`src/rtl/rhd_reg_cfg_sequencer.sv`:
```
// RHD2000 register-configuration sequencer: walks the per-chip parameter RAM,
// emits register-write commands, then an optional CALIBRATE plus dummy reads.
module rhd_reg_cfg_sequencer #(
  parameter int unsigned NUM_REGS = 14,
  parameter int unsigned REG_BASE = 0,
  parameter int unsigned RD_LAT   = 1,
  parameter int unsigned N_DUMMY  = 9
) (
  input  logic        clk_A,
  input  logic        reset,
  input  logic        start,
  input  logic        calib_en,
  output logic [9:0]  RAM_addr_B,
  input  logic [15:0] RAM_data_out_B,
  output logic [15:0] cmd_word,
  output logic        cmd_valid,
  input  logic        cmd_ready,
  output logic        busy,
  output logic        done,
  output logic [4:0]  cmd_count
);

  localparam logic [2:0] IDLE     = 3'd0;
  localparam logic [2:0] RD_ISSUE = 3'd1;
  localparam logic [2:0] RD_WAIT  = 3'd2;
  localparam logic [2:0] SEND     = 3'd3;
  localparam logic [2:0] CAL      = 3'd4;
  localparam logic [2:0] DUMMY    = 3'd5;
  localparam logic [2:0] FIN      = 3'd6;

  localparam logic [15:0] CMD_CALIBRATE = 16'h5500;
  localparam logic [15:0] CMD_DUMMY     = 16'hE800;

  logic [2:0]  state_q, state_d;
  logic [3:0]  idx_q, idx_d;
  logic [1:0]  lat_q, lat_d;
  logic [7:0]  dcnt_q, dcnt_d;
  logic        cal_q, cal_d;
  logic [15:0] word_q, word_d;
  logic        valid_q, valid_d;
  logic [4:0]  cnt_q, cnt_d;
  logic        accept, last_entry, adv;
  logic [5:0]  reg_idx;
  logic        unused_data;

  assign accept      = valid_q & cmd_ready;
  assign last_entry  = (idx_q == 4'(NUM_REGS - 1));
  assign reg_idx     = 6'(REG_BASE + idx_q);
  assign unused_data = ^RAM_data_out_B[14:8];

  always_comb begin
    state_d = state_q;
    idx_d   = idx_q;
    lat_d   = lat_q;
    dcnt_d  = dcnt_q;
    cal_d   = cal_q;
    word_d  = word_q;
    valid_d = valid_q;
    cnt_d   = cnt_q;
    adv     = 1'b0;

    if (accept && cnt_q != 5'd31) cnt_d = cnt_q + 5'd1;

    case (state_q)
      IDLE: begin
        if (start) begin
          idx_d   = '0;
          cnt_d   = '0;
          cal_d   = calib_en;
          state_d = RD_ISSUE;
        end
      end
      RD_ISSUE: begin
        lat_d   = '0;
        state_d = RD_WAIT;
      end
      RD_WAIT: begin
        if (lat_q == 2'(RD_LAT - 1)) begin
          if (RAM_data_out_B[15]) begin
            adv = 1'b1;
          end else begin
            word_d  = {2'b10, reg_idx, RAM_data_out_B[7:0]};
            valid_d = 1'b1;
            state_d = SEND;
          end
        end else begin
          lat_d = lat_q + 2'd1;
        end
      end
      SEND: begin
        if (accept) begin
          valid_d = 1'b0;
          adv     = 1'b1;
        end
      end
      CAL: begin
        if (accept) begin
          if (N_DUMMY == 0) begin
            valid_d = 1'b0;
            state_d = FIN;
          end else begin
            dcnt_d  = '0;
            word_d  = CMD_DUMMY;
            state_d = DUMMY;
          end
        end
      end
      DUMMY: begin
        if (accept) begin
          if (dcnt_q == 8'(N_DUMMY - 1)) begin
            valid_d = 1'b0;
            state_d = FIN;
          end else begin
            dcnt_d = dcnt_q + 8'd1;
          end
        end
      end
      FIN:     state_d = IDLE;
      default: state_d = IDLE;
    endcase

    // Shared by skipped entries and accepted writes; CALIBRATE follows with no gap.
    if (adv) begin
      if (!last_entry) begin
        idx_d   = idx_q + 4'd1;
        state_d = RD_ISSUE;
      end else if (cal_q) begin
        word_d  = CMD_CALIBRATE;
        valid_d = 1'b1;
        state_d = CAL;
      end else begin
        state_d = FIN;
      end
    end
  end

  always_ff @(posedge clk_A or negedge reset) begin
    if (!reset) begin
      state_q <= IDLE;
      idx_q   <= '0;
      lat_q   <= '0;
      dcnt_q  <= '0;
      cal_q   <= 1'b0;
      word_q  <= '0;
      valid_q <= 1'b0;
      cnt_q   <= '0;
    end else begin
      state_q <= state_d;
      idx_q   <= idx_d;
      lat_q   <= lat_d;
      dcnt_q  <= dcnt_d;
      cal_q   <= cal_d;
      word_q  <= word_d;
      valid_q <= valid_d;
      cnt_q   <= cnt_d;
    end
  end

  assign RAM_addr_B = {6'b0, idx_q};
  assign cmd_word   = word_q;
  assign cmd_valid  = valid_q;
  assign busy       = (state_q != IDLE) && (state_q != FIN);
  assign done       = (state_q == FIN);
  assign cmd_count  = cnt_q;

endmodule
```
`config.mk`:
```
export PLATFORM = sky130hd
export DESIGN_NAME = rhd_reg_cfg_sequencer
export DESIGN_NICKNAME = d
export VERILOG_FILES = /design/src/rtl/rhd_reg_cfg_sequencer.sv
export SDC_FILE = /design/constraint.sdc
export NUM_CORES = 1
export LEC_CHECK = 0
export CAP_MARGIN = 40
export CELL_PAD_IN_SITES_DETAIL_PLACEMENT = 0
export CELL_PAD_IN_SITES_GLOBAL_PLACEMENT = 1
export CORE_MARGIN = 5
export CORE_UTILIZATION = 50
export DETAILED_ROUTE_END_ITERATION = 6
export DONT_BUFFER_PORTS = 1
export PLACE_DENSITY = 0.9
export SLEW_MARGIN = 10
export SYNTH_ARGS = -nofsm -noshare
export SYNTH_HDL_FRONTEND = slang
export SYNTH_SLANG_ARGS = --single-unit
export TNS_END_PERCENT = 20
```
`constraint.sdc`:
```
create_clock -name clk_A -period 3.7 [get_ports clk_A]
set_input_delay 0.37 -clock clk_A [delete_from_list [all_inputs] [get_ports clk_A]]
set_output_delay 0.37 -clock clk_A [all_outputs]
set_load 0.02 [all_outputs]
```
==> metrics.md <==
| Metric | Value |
|---|---|
| Cell accounting for the most synthesized area | dfrtp_1 |
| Tmin final | 2470 ps |
| Cell Chain, Critical Path | nand3_1 -> o2bb2a_4 -> nor3b_4 -> o21ai_0 |
| CP top delay family | simple AND/OR/NAND/NOR gates |
| Cell Rows | 23 |
| Count of input and output buffers | 0 |
| First-pass GRT wire length | 7080 µm |
| Avg Inst Size Synth | 10.3 µm² |
| Max-cap violations | 0 |
| Synthesized area | 0.00214 mm² |
| Warnings from Yosys | 0 |
| GRT Overall Usage | roughly 16% |
| Dominant cells by area after synthesis | dfrtp_1 (47%), ha_1 (4.1%), a22oi_1 (3.2%), nor2_2 (2.9%), mux2i_1 (2.8%) |
| Sequential-to-total area share from yosys stat | 46.7% |
| Fill cells | 393 |
| Pwr dens | 697 mW/mm² |
| CTS buffer count | 5 |
| Post-route ant nets | 0 |
| Final #Nets | 236 |
| Routability cong. | 0.765 |
| Outcome | complete, no violations |
| Type of the most critical hold path | in -> reg |
| Via Count | around 1500 |
| CP max FO | 17 |
| Mapped Cells | 208 |
| Full die area | between 0.005 and 0.006 mm² |
| Setup bufs post-CTS | 0 |
| Largest net degree at the start of global routing | 41 |
| FMAX | 406 MHz |
| DRT iter0 DRCs | 99 |
| Peak supply drop | 0.000518 V |
| Drt via density | 5.86 |
| Post-synthesis async set-or-reset flop share | between 90% and 100% |
| R2R setup slack | about 1200 ps |
| Final worst path period share | 66.6% |
| Top-area cell type share of the netlist area | 46.7% |
| CP arrival | 2600 ps |
| RSZ-0062 raised after global routing | false |
| Worst path bufs/invs | 0 |
| Clk slew on worst S/H paths | 80 ps |
| Core area | around 0.004 mm² |
| Slowest cell on crit path | nor3b_4 |
| LEAKAGE | 0.00106 µW |
| Antenna cells | 0 |
| Setup TNS | 0 ps |
| Clock Skew | around 7.4 ps |
| DIE HEIGHT | 75.5 µm |
| Share of cells above drive strength 1 | between 10% and 20% |
| Hpwl dp | 3040 µm |
| Worst-skew pair later-pin latency | approximately 290 ps |
| Worst setup EP type | register |
| Critical path startpoint category | register |
| Num ports | 55 |
| Final WL | 4250 µm |
| Initial Util | 52.4% |
| Vias in the first global route | 1471 |
| Count of final setup violators | 0 |
| Area Growth Syn to Fin | 6.65% |
| H-tree levels | 2 |
| Average routed wire per standard cell | 16.4 µm |
| Drc violations | 0 |
| Die X | 75.5 µm |
| Gr ovfl total | 0 |
| Synth unique cells | 51 |
| Required @ worst endpoint | ~3800 ps |
| Slew headroom | a little over 40% |
| Slew @ Worst Pin | 884 ps |
| PostCTS Resize Cnt | 0 |
| Clock buffer depth | 2 |
| Class of the most critical setup path | reg -> reg |
| Top_reg_cell synth | dfrtp_1 |
| Fin util | 55.9% |
| CTS tree | built |
| Final Hold Fails | 0 |
| Critical path's largest stage delay | between 700 and 800 ps |
| CTS Root Cell | clkbuf_8 |
| FF+latch count, synth | 40 |
| Most frequent cells after synthesis | dfrtp_1 (40), nor2_1 (16), nand2_1 (15), nor2_2 (10), a22oi_1 (9) |
| Post-synth EDFFs | 0 |
| Slew Limit Fails | 0 |
| Drt pass-1 iters | 4 |
| Initial antenna violation count | 0 |
| Clk sinks | 40 |
| Most common cell in the netlist | dfrtp_1 |
registers in the layout, summed over array words and instances (netlist names):
| signal | cells |
|---|---|
| cmd_word | 16 |
| idx_q | 4 |
| lat_q | 2 |
| dcnt_q | 8 |
| cmd_count | 5 |
| cal_q | 1 |
| state_q | 3 |
| cmd_valid | 1 |
through the flow:
stage,area [µm²],instances,total power (µW),hold slack (ps),setup slack [ps]
floorplan,2160,213,1130,74.4,1800
global placement,2120,248,1200,76.3,1270
detailed placement,2130,249,1210,76.5,1270
CTS,2290,259,1610,220,1220
global route,2290,259,1700,219,1030
finish,2290,259,1590,225,1230
worst paths after layout:
check                      startpoint  depth (start not counted)            to
max                        state_q[0]                          4  cmd_word[13]
min                          calib_en                          1         cal_q
max reg2reg                state_q[0]                          4  cmd_word[13]
min reg2reg                  lat_q[1]                          2      lat_q[1]
max in group asynchronous       reset                          2     dcnt_q[6]
min in group asynchronous       reset                          2      lat_q[1]
worst reg2reg max path, stage by stage (launching register included):
cell      delay (ps)
dfrtp_1          630
nand3_1          360
o2bb2a_4         350
nor3b_4          750
o21ai_0          210
layout by cell type, fill, tap and decap left out, types with 6 or more instances in the layout:
cell type,n
ha_1,7
nand2b_1,6
clkbuf_8,7
a22oi_1,9
nand3_1,7
conb_1,6
nand2_1,15
dfrtp_1,40
inv_1,7
o21ai_0,7
nor2_2,10
mux2i_1,6
nor2_1,16
per-layer routing:
layer	vias up	track usage, %	routed length [µm]	part of all wire, %
met5	-	0	0	0
met4	0	6.21	59	1.4
met3	8	5.28	380	8.9
met2	46	24.6	1870	44
met1	728	22.4	1940	46
li1	736	-	-	-
what timing repair did:
| item | CTS | global route |
|---|---|---|
| setup endpoints to repair | 0 | 0 |
| hold endpoints to repair | 40 | 0 |
| hold buffers | 2 | 0 |
layout make-up:
type | instances | area [µm²] | share of cell area [%]
Inverter | 7 | 26.3 | 1.15
Sequential cell | 40 | 1000 | 43.8
Clock inverter | 1 | 30.0 | 1.31
Tap cell | 50 | 62.6 | 2.74
Timing Repair Buffer | 3 | 37.5 | 1.64
Clock buffer | 7 | 96.3 | 4.21
Multi-Input combinational cell | 151 | 1030 | 45.2
report_power, final:
group | switching (µW) | internal, µW | leakage, µW | total [µW]
Clock | 145 | 238 | 0.0000645 | 383
Sequential | 253 | 543 | 0.000527 | 797
Combinational | 222 | 191 | 0.000465 | 413
Total | 620 | 973 | 0.00106 | 1590
cells by family after synthesis:
family                     share of synthesized area [%]
and+or+nand+nor                                     20.9
AOI/OAI and AO/OA                                   15.8
DFF                                                 46.7
buffers and inverters                               6.01
muxes                                               3.85
adders and majority gates                           4.09
xor gates and xnor gates                            2.45
other                                              0.175
(Power assumes the default switching activity.)
